===== src/rtl/fetch_unit.sv =====
// Instruction fetch stage: owns the PC, issues one word request at a time to imem,
// and holds the returned word until downstream consumes it. Optional macro: FETCH_PERF_EN.
module fetch_unit #(
  parameter int                ADDR_W   = 32,
  parameter logic [ADDR_W-1:0] RESET_PC = '0
) (
  input  logic              clk,
  input  logic              reset,
  input  logic              PCSrc,
  input  logic [ADDR_W-1:0] Result,
  input  logic              stall,
  output logic              imem_req,
  output logic [ADDR_W-1:0] imem_addr,
  input  logic              imem_ready,
  input  logic [31:0]       imem_rdata,
  output logic [31:0]       Instr,
  output logic              instr_valid,
  output logic [ADDR_W-1:0] PC,
  output logic [ADDR_W-1:0] PCPlus8,
  output logic [1:0]        dbg_state
`ifdef FETCH_PERF_EN
  ,
  output logic [31:0]       fetch_count,
  output logic [31:0]       stall_count
`endif
);

  // Handshake: a request transfers on any rising edge where imem_req & imem_ready;
  // imem_req and imem_addr stay stable until that happens (no retraction).
  typedef enum logic [1:0] {
    S_IDLE = 2'd0,
    S_REQ  = 2'd1,
    S_HOLD = 2'd2
  } state_t;

  localparam logic [ADDR_W-1:0] C_INC4  = ADDR_W'(4);
  localparam logic [ADDR_W-1:0] C_INC8  = ADDR_W'(8);
  localparam logic [ADDR_W-1:0] C_ALIGN = ~ADDR_W'(3);

  state_t            r_state;
  state_t            w_next_state;
  logic [ADDR_W-1:0] r_pc;
  logic [31:0]       r_instr;
  logic              w_accept;
  logic              w_advance;
  logic [ADDR_W-1:0] w_pc_next;

  assign w_accept  = (r_state == S_REQ) && imem_ready;
  assign w_advance = (r_state == S_HOLD) && !stall;
  // Branch target is forced word-aligned by masking the low two bits.
  assign w_pc_next = PCSrc ? (Result & C_ALIGN) : (r_pc + C_INC4);

  always_ff @(posedge clk or negedge reset) begin
    if (!reset) r_state <= S_IDLE;
    else        r_state <= w_next_state;
  end

  always_comb begin
    w_next_state = r_state;
    case (r_state)
      S_IDLE:  w_next_state = S_REQ;
      S_REQ:   if (w_accept)  w_next_state = S_HOLD;
      S_HOLD:  if (w_advance) w_next_state = S_REQ;
      default: w_next_state = S_IDLE;
    endcase
  end

  always_comb begin
    imem_req    = 1'b0;
    instr_valid = 1'b0;
    case (r_state)
      S_REQ:   imem_req    = 1'b1;
      S_HOLD:  instr_valid = 1'b1;
      default: ;
    endcase
  end

  always_ff @(posedge clk or negedge reset) begin
    if (!reset) begin
      r_pc    <= RESET_PC;
      r_instr <= '0;
    end else begin
      if (w_accept)  r_instr <= imem_rdata;
      if (w_advance) r_pc    <= w_pc_next;
    end
  end

  assign imem_addr = r_pc;
  assign PC        = r_pc;
  assign PCPlus8   = r_pc + C_INC8;
  assign Instr     = r_instr;
  assign dbg_state = r_state;

`ifdef FETCH_PERF_EN
  logic [31:0] r_fetch_count;
  logic [31:0] r_stall_count;

  always_ff @(posedge clk or negedge reset) begin
    if (!reset) begin
      r_fetch_count <= '0;
      r_stall_count <= '0;
    end else begin
      if (w_accept) r_fetch_count <= r_fetch_count + 32'd1;
      if ((r_state == S_HOLD) && stall) r_stall_count <= r_stall_count + 32'd1;
    end
  end

  assign fetch_count = r_fetch_count;
  assign stall_count = r_stall_count;
`endif

endmodule


===== config.mk =====
export PLATFORM = sky130hd
export DESIGN_NAME = fetch_unit
export DESIGN_NICKNAME = d
export VERILOG_FILES = /design/src/rtl/fetch_unit.sv
export SDC_FILE = /design/constraint.sdc
export NUM_CORES = 1
export LEC_CHECK = 0
export BUFFER_PORTS_ARGS = -buffer_cell sky130_fd_sc_hd__clkbuf_2
export CORE_MARGIN = 2
export CORE_UTILIZATION = 45
export CTS_CLUSTER_SIZE = 10
export DETAILED_ROUTE_END_ITERATION = 16
export GPL_TIMING_DRIVEN = 0
export PLACE_DENSITY = 0.78
export SETUP_SLACK_MARGIN = 0.15
export SKIP_LAST_GASP = 1
export SLEW_MARGIN = 0
export SYNTH_ARGS = -nofsm -noshare
export SYNTH_HDL_FRONTEND = slang
export SYNTH_SLANG_ARGS = --single-unit

===== constraint.sdc =====
create_clock -name clk -period 3.1 [get_ports clk]
set_clock_uncertainty 0.05 [all_clocks]
set_input_delay 0.93 -clock clk [delete_from_list [all_inputs] [get_ports clk]]
set_output_delay 0.93 -clock clk [all_outputs]
set_load 0.005 [all_outputs]

==> impl_summary.log, run 1 <==
[metrics] CTS Buf Count: 9
[metrics] leakage power: 2.97 nW
[metrics] number of max-slew violations in the final report: 0
[metrics] share of total power consumed by net switching: 36.5%
[metrics] number of synthesized flops with an enable pin: 0
[metrics] timing endpoint of the critical path: PCPlus8[18]
[metrics] worst-path cell with the longest stage delay: dfrtp_1
[metrics] count of filler cells inserted in the layout: 783
[metrics] endpoint of the most critical register-to-register path: PC[26]
[metrics] launch point of the critical path: PC[9]
[metrics] DRC violation count after routing: 0
[metrics] number of setup violations in the final report: 0
[metrics] total die area: 10100 sq um
[metrics] Cells after Synth: 450
[metrics] number of vias after detailed routing: 4531
[metrics] Slew @ Worst Pin: 0.920 ns
[metrics] crit start category: flip-flop
[metrics] die outline height: 100 um
[metrics] total net switching power: 1.76 mW
[metrics] area used by multi-input combinational logic: 2270 sq um
[metrics] total global-route track usage: 26.1%
[metrics] Pre-Repair DR Iteration Count: 6
[metrics] max-cap check violation count: 0
[metrics] DR WL/cell: 17.2 um
[metrics] vias in the first global route: 4171
[metrics] Cell Rows: 35
[metrics] period utilization: 99.6%
[metrics] worst-case headroom to the max-slew limit: 38.7%
[metrics] worst vdd rail ir drop: 0.000473 V
[metrics] library cell used as clock root buffer: clkbuf_8
[metrics] ANT cells: 0
[metrics] overall die width: 100 um
[metrics] Avg Cell Area, Syn: 9.31 sq um
[metrics] final RePlAce weighted congestion: 0.909
[metrics] htree depth: 3
[metrics] cell breakdown of the critical path: buf_6, buf_4, nand4_4, nor4_4, buf_6, nand3_1, xnor2_1, clkbuf_2
[metrics] share of synthesized registers carrying an async set or reset: 100%
[metrics] Top cell by count, worst path: buf_6
[metrics] Crit. End Element: primary output
[metrics] CP Data Arrival Time: 2.11 ns
[metrics] Max Freq: 324 MHz
[metrics] number of nets at the end of the flow: 766
[metrics] Slowest Stage Delay on Critical Path: 0.37 ns
[metrics] Core Area: 9150 sq um
[metrics] Comb power frac: 50.1%
[metrics] final non-filler cell total: 810
[metrics] unique cell type count in the Yosys netlist: 51
[metrics] clock latency on the worst-skew pair: 0.34 ns
[metrics] time the worst path needs with I/O delays and setup: 3.09 ns
[metrics] Clock Power Share: 19.1%
[metrics] area used by sequential logic in the layout: 1610 sq um
[metrics] reg2reg path depth: 6
[metrics] status: finished, final reports clean
[metrics] Yosys Warn Count: 0
[metrics] Avg Vias per Cell: 5.59
[metrics] antenna violations before repair: 0
[metrics] clock slew at reported path FFs: 0.08 ns
[metrics] initial cell density of the core: 45.8%
[metrics] CTS tree: built
[metrics] Critical path buffers and inverters: 4
[metrics] final number of hold-violating endpoints: 0
[metrics] proportion of synthesized chip area in sequential cells: 38.2%
[metrics] I/O pins: 201
[metrics] placed wire-length estimate: 9.88 mm
[metrics] worst reg-to-reg setup slack: 0.72 ns
[metrics] critical path class: reg2out
[metrics] CP delay by family, top: simple AND/OR/NAND/NOR gates
[metrics] Worst R2R Start: PC[2]
[metrics] required time of the critical path: 2.12 ns
[metrics] Remaining Overflow, GRT: 0
[metrics] post-layout utilization of the core: 66.3%
[metrics] sum of routed wire length over all layers: 13.9 mm
[metrics] largest fanout of any net on the critical path: 10
[metrics] area added between synthesis and finish: 44.8%
[metrics] # port buffers: 191
[metrics] commonest register cell after synthesis: dfrtp_1
[metrics] share of layout cells above drive strength 1: 51.9%
[metrics] worst-case clock buffer depth: 2
[metrics] post-placement cell count: 757
[metrics] RSZ-0062 raised after global routing: true
[metrics] Stages on worst setup path: 8
[metrics] internal power consumption: 3.06 mW
[metrics] largest net degree at the start of global routing: 65
[metrics] Post-DRT Antenna Nets: 0
[metrics] pwr dens: 795 nW/um^2
[metrics] violation count after the first detailed-routing iteration: 298
[metrics] synthesized flop and latch total: 64
[metrics] post-synthesis instance area: 4190 sq um
[metrics] Min-Delay Path Class: reg2reg
[metrics] Flop pwr share: 30.8%
[metrics] global-route wire length before repair: 20.7 mm
[metrics] number of clock sinks: 64
## per-layer routing
layer | global-route usage [%] | up-vias | wire (um)
met1 | 34.5 | 2150 | 5520
met3 | 4.02 | 32 | 1160
met4 | 9.59 | 0 | 295
met2 | 43.4 | 261 | 6940
met5 | 0 | - | 0
li1 | - | 2088 | -
## what timing repair did
| action | in CTS | in global routing |
|---|---|---|
| setup buffers | 29 | 8 |
| setup endpoints to repair | 17 | 17 |
| hold buffers | 0 | 0 |
| pin swaps | 6 | 6 |
| resized for setup | 36 | 37 |
## power by group through the flow
| stage | clock (mW) | sequential, mW | combinational [mW] |
|---|---|---|---|
| 2_1_floorplan | 0 | 1.49 | 1.12 |
| 3_3_place_gp | 0 | 1.49 | 1.98 |
| 3_5_place_dp | 0 | 1.52 | 2.03 |
| 4_1_cts | 0.932 | 1.47 | 2.35 |
| 5_1_grt | 0.967 | 1.53 | 2.62 |
| 6_report | 0.919 | 1.49 | 2.42 |
## layout make-up
cell class / count / area share (%)
Tap cell: 111 / 2.29
Clock inverter: 6 / 1.90
Multi-Input combinational cell: 309 / 37.5
Clock buffer: 10 / 2.27
Buffer: 72 / 8.46
Inverter: 10 / 0.619
Sequential cell: 64 / 26.5
Timing Repair Buffer: 228 / 20.4
## per-stage QoR
step                      cell area (sq um)  power, mW  setup TNS, ns  worst slack [ns]  hold WS [ns]
after CTS                              5910       4.75              0            0.0585         0.459
after global routing                   6070       5.11         -0.230           -0.0673         0.462
after global placement                 5300       3.48              0            0.0738         0.436
final                                  6070       4.82              0            0.0137         0.454
after floorplan                        4210       2.61              0             0.332         0.454
after detailed placement               5300       3.55              0            0.0741         0.442
## worst min path at each step
stage / from / end / cells after the start
2_1_floorplan: Instr[0] / Instr[0] / 1
5_1_grt: Instr[3] / Instr[3] / 1
3_3_place_gp: Instr[12] / Instr[12] / 1
4_1_cts: Instr[3] / Instr[3] / 1
6_report: Instr[3] / Instr[3] / 1
3_5_place_dp: Instr[3] / Instr[3] / 1
## cells in the final DEF, fill, tap and decap left out, drive strengths merged, types with 4 or more instances in the layout
cell type,synthesis,layout
and3,11,11
dfrtp,64,64
nand2,30,30
xor2,12,12
nor2,25,25
nor4,11,11
a21oi,8,8
nand4,13,13
and4,6,6
nor3,20,20
or3,11,11
a211oi,13,13
a311oi,9,9
clkbuf,19,213
or4,4,4
nand3,14,14
buf,53,97
conb,1,6
inv,10,11
o21ai,28,28
mux2,32,32
a22oi,5,5
xnor2,15,15
## registers in the layout, summed over array words and instances (netlist names)
register / flops
Instr: 32
dbg_state: 2
PC: 30
## cell families (layout without fill, tap and decap cells)
kind of cell | after synthesis | in the layout | synth area share (%)
DFF | 64 | 64 | 38.2
adders and majority gates | 3 | 3 | 0.896
AOI/OAI and AO/OA | 85 | 85 | 13.7
muxes | 34 | 34 | 9.08
xor gates and xnor gates | 27 | 27 | 5.65
buffers and inverters | 82 | 326 | 11.2
other | 1 | 6 | 0.0895
and+or+nand+nor | 154 | 154 | 21.2
## synthesized netlist by cell type (all sizes together) (4+ instances only)
cell type,number,area [sq um]
nor4,11,96.3
or3,11,68.8
o21ai,28,140
buf,53,362
mux2,32,360
dfrtp,64,1600
a211oi,13,103
clkbuf,19,71.3
nand4,13,118
xnor2,15,131
inv,10,37.5
or4,4,30.0
a311oi,9,78.8
and3,11,68.8
nor3,20,110
and4,6,52.6
a22oi,5,37.5
nand2,30,115
a21oi,8,40.0
nor2,25,93.8
nand3,14,70.1
xor2,12,105
Note: power is estimated with default switching activity, not from simulation.
==> run 2, diff against run 1 <==
--- a/config.mk
+++ b/config.mk
@@ -7,11 +7,11 @@
 export LEC_CHECK = 0
 export BUFFER_PORTS_ARGS = -buffer_cell sky130_fd_sc_hd__clkbuf_2
 export CORE_MARGIN = 2
-export CORE_UTILIZATION = 45
+export CORE_UTILIZATION = 40
 export CTS_CLUSTER_SIZE = 10
 export DETAILED_ROUTE_END_ITERATION = 16
 export GPL_TIMING_DRIVEN = 0
-export PLACE_DENSITY = 0.78
+export PLACE_DENSITY = 0.71
 export SETUP_SLACK_MARGIN = 0.15
 export SKIP_LAST_GASP = 1
 export SLEW_MARGIN = 0
==> run 2 against run 1 <==
Worst setup slack better by 0.023 ns. Die area up 12%. Highest routed layer unchanged. Largest cell class unchanged. Non-clock buffer count down 2. Cell area increased by 0.64%. Count of clock-buffer cells in the layout increased by 1.
==> impl_summary.log, run 2 (synthesized netlist as in run 1, its figures left out) <==
[metrics] share of layout cells above drive strength 1: 53.2% (was 51.9%)
[metrics] leakage power: 3.00 nW (was 2.97 nW)
[metrics] GRT met3 Usage: 5.95% (was 4.02%)
[metrics] violation count after the first detailed-routing iteration: 317 (was 298)
[metrics] worst-case headroom to the max-slew limit: 43.5% (was 38.7%)
[metrics] ANT cells: 0 (unchanged)
[metrics] internal power consumption: 2.92 mW (was 3.06 mW)
[metrics] worst-case clock buffer depth: 2 (unchanged)
[metrics] final setup slack of the worst path: 0.0363 ns (was 0.0137 ns)
[metrics] die outline height: 106 um (was 100 um)
[metrics] Worst R2R Start: dbg_state[1] (was PC[2])
[metrics] final number of hold-violating endpoints: 0 (unchanged)
[metrics] share of total power consumed by net switching: 37.6% (was 36.5%)
[metrics] library cell used as clock root buffer: clkbuf_8 (unchanged)
[metrics] global-route wire length before repair: 21.2 mm (was 20.7 mm)
[metrics] clock latency on the worst-skew pair: 0.35 ns (was 0.34 ns)
[metrics] worst reg-to-reg setup slack: 0.69 ns (was 0.72 ns)
[metrics] Avg Vias per Cell: 5.49 (was 5.59)
[metrics] DR WL/cell: 17.1 um (was 17.2 um)
[metrics] Clock Power Share: 15.9% (was 19.1%)
[metrics] cell breakdown of the critical path: buf_6, nand4_4, or4_4, buf_8, nor3_4, xor2_1, buf_2 (was buf_6, buf_4, nand4_4, nor4_4, buf_6, nand3_1, xnor2_1, clkbuf_2)
[metrics] endpoint of the most critical register-to-register path: PC[5] (was PC[26])
[metrics] CTS Buf Count: 9 (unchanged)
[metrics] count of filler cells inserted in the layout: 880 (was 783)
[metrics] total global-route track usage: 24.1% (was 26.1%)
[metrics] number of setup violations in the final report: 0 (unchanged)
[metrics] placed wire-length estimate: 10.2 mm (was 9.88 mm)
[metrics] CTS tree: built (unchanged)
[metrics] highest-count cells in the layout ignoring fill and taps: 183 x clkbuf_2, 72 x buf_4, 57 x dfrtp_1 (was 184 x clkbuf_2, 75 x buf_4, 57 x dfrtp_1)
[metrics] time the worst path needs with I/O delays and setup: 3.06 ns (was 3.09 ns)
[metrics] post-layout utilization of the core: 59.7% (was 66.3%)
[metrics] period utilization: 98.8% (was 99.6%)
[metrics] final RePlAce weighted congestion: 0.915 (was 0.909)
[metrics] number of vias after detailed routing: 4566 (was 4531)
[metrics] Pre-Repair DR Iteration Count: 5 (was 6)
[metrics] status: finished, final reports clean (unchanged)
[metrics] grt peak-use layer: met2 (unchanged)
[metrics] pre-CTS setup slack: -0.00967 ns (was 0.0741 ns)
[metrics] htree depth: 3 (unchanged)
[metrics] total net switching power: 1.76 mW (about the same)
[metrics] Cell Rows: 37 (was 35)
[metrics] CP delay by family, top: simple AND/OR/NAND/NOR gates (unchanged)
[metrics] largest fanout of any net on the critical path: 6 (was 10)
[metrics] most common cell after layout, fill and taps aside: clkbuf_2 (unchanged)
[metrics] Crit. End Element: primary output (unchanged)
[metrics] Core Area: 10200 sq um (was 9150 sq um)
[metrics] largest net degree at the start of global routing: 49 (was 65)
[metrics] total die area: 11300 sq um (was 10100 sq um)
[metrics] crit start category: flip-flop (unchanged)
[metrics] number of clock sinks: 64 (unchanged)
[metrics] Post-Layout Inst Area: 6100 sq um (was 6070 sq um)
[metrics] antenna violations before repair: 0 (unchanged)
[metrics] Max Freq: 326 MHz (was 324 MHz)
[metrics] pwr dens: 765 nW/um^2 (was 795 nW/um^2)
[metrics] worst-path cell with the longest stage delay: or4_4 (was dfrtp_1)
[metrics] area used by multi-input combinational logic: 2340 sq um (was 2270 sq um)
[metrics] number of nets at the end of the flow: 764 (was 766)
[metrics] Critical path buffers and inverters: 3 (was 4)
[metrics] Flop pwr share: 32.1% (was 30.8%)
[metrics] max-cap check violation count: 0 (unchanged)
[metrics] area used by sequential logic in the layout: 1610 sq um (unchanged)
[metrics] I/O pins: 201 (unchanged)
[metrics] sum of routed wire length over all layers: 14.2 mm (was 13.9 mm)
[metrics] area added between synthesis and finish: 45.8% (was 44.8%)
[metrics] clock slew at reported path FFs: 0.08 ns (about the same)
[metrics] WHS: 0.429 ns (was 0.454 ns)
[metrics] M2 GR Usage: 39.2% (was 43.4%)
[metrics] required time of the critical path: 2.12 ns (about the same)
[metrics] worst vdd rail ir drop: 0.000479 V (was 0.000473 V)
[metrics] Post-DRT Antenna Nets: 0 (unchanged)
[metrics] DRC violation count after routing: 0 (unchanged)
[metrics] reg2reg path depth: 6 (unchanged)
[metrics] Comb power frac: 52.0% (was 50.1%)
[metrics] vias in the first global route: 4142 (was 4171)
[metrics] number of flip-flops in the largest register: 32 (unchanged)
[metrics] RSZ-0062 raised after global routing: true (unchanged)
[metrics] area of placed instances: 5360 sq um (was 5300 sq um)
[metrics] # port buffers: 191 (unchanged)
[metrics] Min-Delay Path Class: in2async (was reg2reg)
[metrics] count of hold buffers inserted by post-cts repair: 0 (unchanged)
[metrics] number of max-slew violations in the final report: 0 (unchanged)
[metrics] critical path class: reg2out (unchanged)
[metrics] met1 Resource Use GR: 30.4% (was 34.5%)
[metrics] Remaining Overflow, GRT: 0 (unchanged)
[metrics] Slowest Stage Delay on Critical Path: 0.51 ns (was 0.37 ns)
[metrics] overall die width: 106 um (was 100 um)
[metrics] Slew @ Worst Pin: 0.840 ns (was 0.920 ns)
[metrics] CP Data Arrival Time: 2.08 ns (was 2.11 ns)
[metrics] initial cell density of the core: 40.9% (was 45.8%)
==> run 2: changes by cell type in the layout (fill, tap and decap cells not counted), moves of 2 or more <==
cell / previous run / this run
buf_2: 8 / 11
buf_4: 75 / 72
bufinv_16: 3 / 1
clkbuf_1: 18 / 16
nand2_1: 29 / 25
nand2_2: 0 / 2
nand3_1: 12 / 8
nand3_2: 1 / 5
nor2_1: 21 / 23
nor2_2: 2 / 0
xnor2_1: 14 / 12
xnor2_2: 1 / 3
==> run 2: per-stage QoR <==
step	power, mW	instances	TNS [ns]
final	4.67	831	0
after global routing	4.96	831	-0.0807
after CTS	4.55	821	0
after global placement	3.50	782	0
after detailed placement	3.56	783	-0.00967
after floorplan	2.61	455	0
==> run 2: final cells by class <==
class	count	share of cell area [%]
flip-flops and latches	64	26.4
plain buffers	72	8.26
inverters	10	0.615
clock inverters	3	0.697
multi-input cells	309	38.3
clock buffers	11	2.48
well taps	136	2.79
repair buffers	226	20.5
==> run 2: what timing repair did <==
action / 4_1_cts / 5_1_grt
pin swaps: 6 / 15
setup buffers: 24 / 10
gates resized for setup: 37 / 54
setup endpoints to repair: 20 / 17
==> run 2: power by group through the flow <==
stage	registers (mW)	clock network [mW]	logic (mW)
after floorplan	1.49	0	1.12
after global placement	1.50	0	2.00
after detailed placement	1.53	0	2.03
after CTS	1.49	0.746	2.31
after global routing	1.55	0.787	2.63
final	1.50	0.741	2.43
==> run 2: worst max path at each step <==
stage | startpoint | end | slack (ns) | cells past startpoint
final | PC[12] | PCPlus8[29] | 0.04 | 7
after global routing | PC[12] | PCPlus8[29] | -0.03 | 7
after global placement | PC[5] | PCPlus8[26] | 0.03 | 6
after floorplan | PC[4] | PCPlus8[29] | 0.33 | 6
after CTS | PC[12] | PCPlus8[31] | 0.04 | 7
after detailed placement | PC[5] | PCPlus8[26] | -0.01 | 6
==> run 2: per-layer routing <==
layer  routed length (um)  vias to the layer above
met1                 5400                     2154
met2                 6970                      290
met4                  381                        0
met5                    0                        -
met3                 1430                       40
li1                     -                     2082
==> run 2: worst reg2reg max path, delay by kind of cell, from the launching register on <==
family	cells	cell delay (ns)
buffers and inverters	3	1.33
flip-flops	1	0.44
AO/OA/AOI/OAI	2	0.30
AND/OR/NAND/NOR	1	0.19
==> run 3, diff against run 2 <==
--- a/config.mk
+++ b/config.mk
@@ -5,13 +5,13 @@
 export SDC_FILE = /design/constraint.sdc
 export NUM_CORES = 1
 export LEC_CHECK = 0
-export BUFFER_PORTS_ARGS = -buffer_cell sky130_fd_sc_hd__clkbuf_2
 export CORE_MARGIN = 2
 export CORE_UTILIZATION = 40
 export CTS_CLUSTER_SIZE = 10
 export DETAILED_ROUTE_END_ITERATION = 16
+export DONT_BUFFER_PORTS = 1
 export GPL_TIMING_DRIVEN = 0
-export PLACE_DENSITY = 0.71
+export PLACE_DENSITY = 0.65
 export SETUP_SLACK_MARGIN = 0.15
 export SKIP_LAST_GASP = 1
 export SLEW_MARGIN = 0
==> run 3 against run 2 <==
Critical path depth decreased by 1. Die area stayed put. Critical endpoint is now PCPlus8[31]. Combinational power fell by 34%. Worst setup slack better by 0.040 ns. Non-clock buffer count decreased by 206. Wire length down 6.6%. First-iteration DRC count is 26% lower. Cell area decreased by 17%. Sequential share of layout area rose by 5.5 points. Cell count is 24% lower.
==> impl_summary.log, run 3 (synthesized netlist as in run 1, its figures left out) <==
[metrics] status: finished, final reports clean (unchanged)
[metrics] final RePlAce weighted congestion: 0.954 (was 0.915)
[metrics] worst vdd rail ir drop: 0.000282 V (was 0.000479 V)
[metrics] CTS tree: built (unchanged)
[metrics] area used by sequential logic in the layout: 1610 sq um (unchanged)
[metrics] number of setup violations in the final report: 0 (unchanged)
[metrics] count of hold buffers inserted by post-cts repair: 0 (unchanged)
[metrics] largest fanout of any net on the critical path: 9 (was 6)
[metrics] overall die width: 106 um (unchanged)
[metrics] overall power of the completed layout: 4.16 mW (was 4.67 mW)
[metrics] required time of the critical path: 2.12 ns (about the same)
[metrics] Min-Delay Path Class: in2async (unchanged)
[metrics] number of max-slew violations in the final report: 0 (unchanged)
[metrics] I/O pins: 201 (unchanged)
[metrics] CTS Buf Count: 9 (unchanged)
[metrics] total global-route track usage: 22.6% (was 24.1%)
[metrics] DR WL/cell: 21.1 um (was 17.1 um)
[metrics] htree depth: 3 (unchanged)
[metrics] Pre-Repair DR Iteration Count: 5 (unchanged)
[metrics] clock latency on the worst-skew pair: 0.36 ns (was 0.35 ns)
[metrics] Critical path buffers and inverters: 2 (was 3)
[metrics] number of vias after detailed routing: 3753 (was 4566)
[metrics] clock slew at reported path FFs: 0.09 ns (was 0.08 ns)
[metrics] crit start category: flip-flop (unchanged)
[metrics] worst-path cell with the longest stage delay: or4_4 (unchanged)
[metrics] worst-case headroom to the max-slew limit: 40.2% (was 43.5%)
[metrics] critical path class: reg2out (unchanged)
[metrics] total die area: 11300 sq um (unchanged)
[metrics] worst-case clock buffer depth: 2 (unchanged)
[metrics] cell breakdown of the critical path: buf_6, nand4_4, or4_4, buf_8, nor3_4, xor2_2 (was buf_6, nand4_4, or4_4, buf_8, nor3_4, xor2_1, buf_2)
[metrics] sum of routed wire length over all layers: 13.2 mm (was 14.2 mm)
[metrics] largest net degree at the start of global routing: 65 (was 49)
[metrics] reg2reg path depth: 6 (unchanged)
[metrics] antenna violations before repair: 2 (was 0)
[metrics] violation count after the first detailed-routing iteration: 233 (was 317)
[metrics] pwr dens: 824 nW/um^2 (was 765 nW/um^2)
[metrics] period utilization: 97.5% (was 98.8%)
[metrics] initial cell density of the core: 40.9% (unchanged)
[metrics] Slew @ Worst Pin: 0.889 ns (was 0.840 ns)
[metrics] area used by multi-input combinational logic: 2320 sq um (was 2340 sq um)
[metrics] # port buffers: 0 (was 191)
[metrics] Avg Vias per Cell: 5.97 (was 5.49)
[metrics] number of clock sinks: 64 (unchanged)
[metrics] time the worst path needs with I/O delays and setup: 3.02 ns (was 3.06 ns)
[metrics] Post-DRT Antenna Nets: 0 (unchanged)
[metrics] total negative slack for setup checks: 0 ns (unchanged)
[metrics] vias in the first global route: 3637 (was 4142)
[metrics] Cell Rows: 37 (unchanged)
[metrics] Crit. End Element: primary output (unchanged)
[metrics] Core Area: 10200 sq um (unchanged)
[metrics] library cell used as clock root buffer: clkbuf_8 (unchanged)
[metrics] global-route wire length before repair: 19.7 mm (was 21.2 mm)
[metrics] Worst R2R Start: dbg_state[0] (was dbg_state[1])
[metrics] leakage power: 2.10 nW (was 3.00 nW)
[metrics] Remaining Overflow, GRT: 0 (unchanged)
[metrics] RSZ-0062 raised after global routing: true (unchanged)
[metrics] final number of hold-violating endpoints: 0 (unchanged)
[metrics] die outline height: 106 um (unchanged)
[metrics] DRC violation count after routing: 0 (unchanged)
[metrics] Slowest Stage Delay on Critical Path: 0.46 ns (was 0.51 ns)
[metrics] area added between synthesis and finish: 20.6% (was 45.8%)
[metrics] CP Data Arrival Time: 2.04 ns (was 2.08 ns)
[metrics] number of flip-flops in the largest register: 32 (unchanged)
[metrics] share of layout cells above drive strength 1: 32.8% (was 53.2%)
[metrics] count of filler cells inserted in the layout: 925 (was 880)
[metrics] CP delay by family, top: simple AND/OR/NAND/NOR gates (unchanged)
[metrics] placed wire-length estimate: 9.33 mm (was 10.2 mm)
[metrics] highest-count cells in the layout ignoring fill and taps: 57 x dfrtp_1, 57 x buf_4, 32 x mux2_2 (was 183 x clkbuf_2, 72 x buf_4, 57 x dfrtp_1)
[metrics] worst reg-to-reg setup slack: 0.66 ns (was 0.69 ns)
[metrics] Max Freq: 331 MHz (was 326 MHz)
[metrics] number of nets at the end of the flow: 558 (was 764)
[metrics] max-cap check violation count: 0 (unchanged)
[metrics] endpoint of the most critical register-to-register path: PC[8] (was PC[5])
## run 3: timing repair
| action | in CTS | in global routing |
|---|---|---|
| resized for setup | 42 | 30 |
| cloned | 0 | 1 |
| pin swaps | 9 | 5 |
| setup endpoints to repair | 17 | 17 |
| setup buffers | 13 | 6 |
## run 3: cell type report
cell class	instances	area share [%]
multi-input combinational	309	46.0
sequential	64	31.9
buffer	72	10.0
tap	136	3.37
timing repair buffer	20	2.92
clock buffer	10	2.72
clock inverter	6	2.28
inverter	10	0.743
antenna	2	0.0991
## run 3: power by group
group	internal, mW	switching (mW)	total (mW)
Sequential	1.19	0.439	1.63
Combinational	0.819	0.778	1.60
Clock	0.560	0.375	0.935
Total	2.57	1.59	4.16
## run 3: worst max path at each step
stage | start | to | slack, ns | cells past startpoint
after floorplan | PC[4] | PCPlus8[29] | 0.33 | 6
after global placement | PC[5] | PCPlus8[26] | 0.09 | 5
after detailed placement | PC[4] | PCPlus8[31] | 0.07 | 6
after CTS | PC[12] | PCPlus8[31] | 0.07 | 6
after global routing | PC[8] | PCPlus8[31] | -0.01 | 6
final | PC[7] | PCPlus8[31] | 0.08 | 6
## run 3: layer usage
layer | wire (um) | track usage [%] | vias up
li1 | - | - | 1669
met1 | 5240 | 27.3 | 1821
met2 | 6350 | 36.2 | 237
met3 | 1370 | 7.73 | 26
met4 | 284 | 10.2 | 0
met5 | 0 | 0 | -
## run 3: metrics by stage
stage	util (%)	cells	hold WS, ns	area (sq um)	worst slack (ns)
2_1_floorplan	-	455	0.454	4210	0.332
3_3_place_gp	42.8	591	0.470	4380	0.0884
3_5_place_dp	42.8	591	0.474	4380	0.0726
4_1_cts	47.7	620	0.195	4880	0.0733
5_1_grt	49.4	628	0.188	5050	-0.0125
6_report	49.4	629	0.198	5050	0.0766
